==> config.mk <==
export PLATFORM = sky130hd
export DESIGN_NAME = lenet_result_collector
export DESIGN_NICKNAME = d
export VERILOG_FILES = /design/src/rtl/lenet_result_collector.sv
export SDC_FILE = /design/constraint.sdc
export NUM_CORES = 1
export LEC_CHECK = 0
export CORE_UTILIZATION = 53
export DETAILED_ROUTE_END_ITERATION = 6
export PLACE_DENSITY_LB_ADDON = 0.08
export SETUP_SLACK_MARGIN = 0.1
export SYNTH_ARGS = -nofsm -noshare
export SYNTH_HDL_FRONTEND = slang
export SYNTH_SLANG_ARGS = --single-unit
==> constraint.sdc <==
create_clock -name clk -period 2.21 [get_ports clk]
set_input_delay 0.442 -clock clk [delete_from_list [all_inputs] [get_ports clk]]
set_output_delay 0.442 -clock clk [all_outputs]
set_load 0.005 [all_outputs]
==> src/rtl/lenet_result_collector.sv <==
// Collects one frame of N_CLASS signed scores, tracks the running argmax and
// presents {class, score} on a valid/ready port. Optional abort: COLLECTOR_TIMEOUT_EN.
module lenet_result_collector #(
  parameter int DWIDTH      = 16,
  parameter int N_CLASS     = 10,
  parameter int IDX_W       = 4,
  parameter int TIMEOUT_CYC = 1024
) (
  input  logic                     clk,
  input  logic                     rst_n,
  input  logic signed [DWIDTH-1:0] dout,
  input  logic                     dout_st,
  output logic                     res_valid,
  input  logic                     res_ready,
  output logic [IDX_W-1:0]         res_class,
  output logic signed [DWIDTH-1:0] res_score,
  input  logic [IDX_W-1:0]         rd_addr,
  output logic signed [DWIDTH-1:0] rd_data,
  output logic [15:0]              frame_cnt,
  output logic                     overflow,
  output logic                     err_timeout
);

  typedef enum logic [1:0] {S_IDLE, S_COLLECT, S_HOLD} state_t;

  localparam logic [IDX_W-1:0] LP_LAST   = IDX_W'(N_CLASS - 1);
  localparam logic [IDX_W:0]   LP_NCLASS = (IDX_W + 1)'(N_CLASS);

  state_t                     r_state;
  logic [IDX_W-1:0]           r_idx;
  logic signed [DWIDTH-1:0]   r_buf [N_CLASS];
  logic signed [DWIDTH-1:0]   r_max;
  logic [IDX_W-1:0]           r_arg;
  logic                       r_res_valid;
  logic [IDX_W-1:0]           r_res_class;
  logic signed [DWIDTH-1:0]   r_res_score;
  logic [15:0]                r_frame_cnt;
  logic                       r_overflow;

  logic                       w_start;
  logic                       w_take;
  logic                       w_gt;
  logic                       w_last;
  logic signed [DWIDTH-1:0]   w_new_max;
  logic [IDX_W-1:0]           w_new_arg;
  logic                       w_timeout;

  // A new frame opens from IDLE, or from HOLD when the held result is consumed
  // in the same cycle as the first score of the next frame.
  assign w_start   = dout_st && ((r_state == S_IDLE) || ((r_state == S_HOLD) && res_ready));
  assign w_take    = dout_st && (r_state == S_COLLECT);
  assign w_gt      = dout > r_max;
  assign w_last    = (r_idx == LP_LAST);
  assign w_new_max = w_gt ? dout : r_max;
  assign w_new_arg = w_gt ? r_idx : r_arg;

`ifdef COLLECTOR_TIMEOUT_EN
  localparam int LP_TO_W = (TIMEOUT_CYC > 1) ? $clog2(TIMEOUT_CYC) : 1;
  localparam logic [LP_TO_W-1:0] LP_TO_LAST = LP_TO_W'(TIMEOUT_CYC - 1);

  logic [LP_TO_W-1:0] r_idle;
  logic               r_err_timeout;

  assign w_timeout = (r_state == S_COLLECT) && !dout_st && (r_idle == LP_TO_LAST);

  always_ff @(posedge clk or negedge rst_n) begin
    if (!rst_n) begin
      r_idle        <= '0;
      r_err_timeout <= 1'b0;
    end else begin
      r_err_timeout <= w_timeout;
      if (dout_st || (r_state != S_COLLECT) || w_timeout) r_idle <= '0;
      else                                                 r_idle <= r_idle + LP_TO_W'(1);
    end
  end

  assign err_timeout = r_err_timeout;
`else
  assign w_timeout   = 1'b0;
  assign err_timeout = 1'b0;
`endif

  always_ff @(posedge clk or negedge rst_n) begin
    if (!rst_n) begin
      for (int i = 0; i < N_CLASS; i++) r_buf[i] <= '0;
    end else if (w_start) begin
      r_buf[0] <= dout;
    end else if (w_take) begin
      r_buf[r_idx] <= dout;
    end
  end

  always_ff @(posedge clk or negedge rst_n) begin
    if (!rst_n) begin
      r_state     <= S_IDLE;
      r_idx       <= '0;
      r_max       <= '0;
      r_arg       <= '0;
      r_res_valid <= 1'b0;
      r_res_class <= '0;
      r_res_score <= '0;
      r_frame_cnt <= '0;
      r_overflow  <= 1'b0;
    end else if (w_start) begin
      r_max <= dout;
      r_arg <= '0;
      if (N_CLASS == 1) begin
        r_state     <= S_HOLD;
        r_idx       <= '0;
        r_res_valid <= 1'b1;
        r_res_class <= '0;
        r_res_score <= dout;
        r_frame_cnt <= r_frame_cnt + 16'd1;
      end else begin
        r_state     <= S_COLLECT;
        r_idx       <= IDX_W'(1);
        r_res_valid <= 1'b0;
      end
    end else begin
      case (r_state)
        S_COLLECT: begin
          if (dout_st) begin
            r_max <= w_new_max;
            r_arg <= w_new_arg;
            if (w_last) begin
              r_state     <= S_HOLD;
              r_idx       <= '0;
              r_res_valid <= 1'b1;
              r_res_class <= w_new_arg;
              r_res_score <= w_new_max;
              r_frame_cnt <= r_frame_cnt + 16'd1;
            end else begin
              r_idx <= r_idx + IDX_W'(1);
            end
          end else if (w_timeout) begin
            r_state <= S_IDLE;
            r_idx   <= '0;
          end
        end
        S_HOLD: begin
          if (res_ready) begin
            r_res_valid <= 1'b0;
            r_state     <= S_IDLE;
          end else if (dout_st) begin
            r_overflow <= 1'b1;
          end
        end
        S_IDLE:  r_state <= S_IDLE;
        default: r_state <= S_IDLE;
      endcase
    end
  end

  assign rd_data   = ({1'b0, rd_addr} < LP_NCLASS) ? r_buf[rd_addr] : '0;
  assign res_valid = r_res_valid;
  assign res_class = r_res_class;
  assign res_score = r_res_score;
  assign frame_cnt = r_frame_cnt;
  assign overflow  = r_overflow;

endmodule

==> results.py <==
metrics = {
    "critical_path": {
        "critical_path_class": "primary input to register",
        "r2r-start": "r_max[1]",
        "cp_common_cell": "buf_6",
        "cp.required_ns": 2.59,
        "crit_path_end_kind": "register",
        "slowest_stage": "a2111o_1",
        "crit_fanout": 5,
        "startpoint": "dout[3]",
        "rr_worst_depth": 10,
        "timing.rr.end": "res_score[5]",
        "worst_ep_arrival_time_ns": 2.82,
        "slowest_delay_ns": 0.51,
        "rrSetupSlack_ns": -0.23,
        "path_cells": "clkdlybuf4s50_1 > ha_4 > buf_4 > o211ai_1 > a2111o_1 > buf_6 > a31oi_4 > buf_6 > mux2i_2 > a21oi_1",
        "crit_path_start_kind": "primary input",
    },
    "detailed_routing": {
        "dr.first_iter.drc_count": 442,
        "routed_wl_um": 26500,
        "drtPass1Iterations": 6,
        "wl_per_cell_um": 20.8,
        "ant_nets": 0,
        "via_per_inst": 5.72,
        "drc": 0,
        "via_count": 7296,
    },
    "sta": {
        "worst_hold_slack_ns": 0.447,
        "rsz0062_at_grt": "yes",
        "timing.final.crit_share_pct": 110,
        "timing.fmax_mhz": 410,
        "finalHoldViolations": 0,
        "post-route-min-period_ns": 2.44,
        "setup_viol": 56,
        "fin_ws_ns": -0.229,
        "clock_skew_ns": 0.0125,
        "report.final.slew_viol_count": 0,
    },
    "placement": {
        "place_ws_ns": -1.32,
        "dp.cells": 1213,
        "place_congestion": 0.865,
        "place_area_um2": 12400,
        "io_buffers": 77,
        "dp.final_hpwl_um": 17500,
    },
    "grt": {
        "grt_pass1_vias": 7702,
        "antenna_found_initial": 0,
        "grt_pass1_wl_um": 42100,
        "overflow": 0,
        "grtUsageTotal_pct": 27.2,
        "grt_max_degree": 63,
    },
    "clock_tree": {
        "cts_tree": "built",
        "clock_path_buffers": 3,
        "clockRootBuffer": "clkbuf_16",
        "worstSkewPairLatency_ns": 0.52,
        "clk_pin_slew_ns": 0.06,
        "cts_max_level": 1,
        "numCtsBuffers": 25,
        "cts_sinks": 224,
    },
    "layout": {
        "final_cells": 1276,
        "design_area_um2": 13800,
        "final_nets": 1037,
        "final_common_cell": "dfrtp_1",
        "final_cell_mix": "dfrtp_1, mux2_2, nand2_1",
        "drive_gt1_share_pct": 44.5,
        "diodes": 0,
        "syn_to_final_growth_pct": 30.9,
    },
    "synthesis": {
        "yosysTopAreaCell": "dfrtp_1",
        "async_flop_share_pct": 100,
        "synth_top_area_share_pct": 53.4,
        "syn_area_per_cell_um2": 12.8,
        "synthFlopType": "dfrtp_1",
        "syn_inst": 823,
        "synth-edff-count": 0,
        "synthesis.area_um2": 10500,
        "ys_ff_latch": 224,
        "synth_area_leaders": "dfrtp_1, mux2_2, mux4_2",
        "syn_nets": 864,
        "yosysSeqAreaShare_pct": 53.4,
        "yosysWarnings": 0,
        "synth_cell_types": 47,
    },
    "die": {
        "placementRows": 51,
        "die_x_um": 143,
        "dieArea_um2": 20400,
        "initial_core_util_pct": 54.0,
        "pin_count": 79,
        "core_um2": 19500,
        "die_h_um": 143,
    },
    "flow_run": {
        "maxCapViolCount": 0,
    },
    "worst_hold_path": {
        "min_path_type": "primary input to asynchronous set/reset pin",
    },
    "power_and_ir_drop": {
        "p_per_area_nw_per_um2": 1350,
        "leakage_nw": 6.21,
        "power_mw": 18.6,
        "peakVddDrop_mv": 0.748,
    },
    "status": {
        "failed_checks": "setup timing",
        "outcome": "finished with violations",
    },
}
[area by class of cell]
type                            instances  area (um2)
Fill cell                            1342        5710
Sequential cell                       224        5610
Multi-Input combinational cell        518        5000
Timing Repair Buffer                  202        1920
Clock buffer                           32         672
Tap cell                              265         332
Clock inverter                         10         136
Inverter                               25        93.8
[synth_stat cells, types with 4 or more instances]
master,n
nor3_1,8
clkbuf_1,37
mux2_2,159
xnor2_1,11
o21ai_0,19
a221oi_1,17
mux2i_1,20
inv_1,25
ha_1,17
mux2_4,10
xor2_1,4
buf_4,4
nor2_1,34
buf_2,7
buf_1,7
dfrtp_1,224
mux4_2,32
nand2_1,100
nand4_1,8
a21oi_1,43
[timing repair]
item                                    CTS  global route
hold buffers                              1             0
resized for setup                       124            27
endpoints found under the hold margin    57             0
pin swaps                                41            15
endpoints found under the setup margin   56            69
buffers inserted                         16             2
cloned                                    2             0
[critical path, delay by kind of cell]
kind / cells / cell delay, ns
AOI/OAI and AO/OA: 4 / 0.93
buffers and inverters: 4 / 0.90
adders and majority gates: 1 / 0.30
muxes: 1 / 0.23
[routing by layer]
metal,vias to the layer above,track usage [%],wire (um)
met5,-,0,0
met4,0,8.04,486
met3,42,3.32,979
met2,174,46.5,13400
met1,3800,36.6,11600
li1,3280,-,-
[power breakdown]
part	leakage [nW]	switching [mW]	internal [mW]	total, mW
Clock	0.387	1.65	2.49	4.14
Combinational	3.06	3.11	4.38	7.49
Sequential	2.76	1.03	5.97	7.00
[state kept, by name, summed over array words and instances, names as in the netlist]
| signal | cells |
|---|---|
| r_buf | 160 |
| frame_cnt | 16 |
| r_max | 16 |
| res_score | 16 |
| r_arg | 4 |
| r_idx | 4 |
| res_class | 4 |
| r_state | 2 |
| overflow | 1 |
| res_valid | 1 |
[metrics by stage]
stage          setup TNS (ns)  utilization, %
3_3_place_gp           -59.33            63.6
6_report                -9.00            70.7
3_5_place_dp           -71.65            63.6
5_1_grt                -13.34            70.7
4_1_cts                 -8.21            69.9
2_1_floorplan           -1.44               -
[logic make-up (layout without fill, tap and decap cells)]
| logic type | after synthesis | count (layout) | share of synthesized area (%) |
|---|---|---|---|
| fa+ha+maj | 17 | 17 | 2.02 |
| mux | 222 | 222 | 27.3 |
| buf+inv | 81 | 269 | 3.27 |
| simple gates | 170 | 170 | 7.05 |
| other cells | 1 | 1 | 0.0357 |
| xor+xnor | 15 | 15 | 1.25 |
| compound gates | 93 | 93 | 5.67 |
| flops | 224 | 224 | 53.4 |
[worst max-delay path by stage]
stage | endpoint | slack [ns]
CTS | res_score[5] | -0.22
global route | res_score[5] | -0.33
detailed placement | r_max[3] | -1.32
floorplan | r_max[10] | -0.13
finish | res_score[5] | -0.23
global placement | r_max[3] | -1.15
Power figures use the tool's default switching activity.
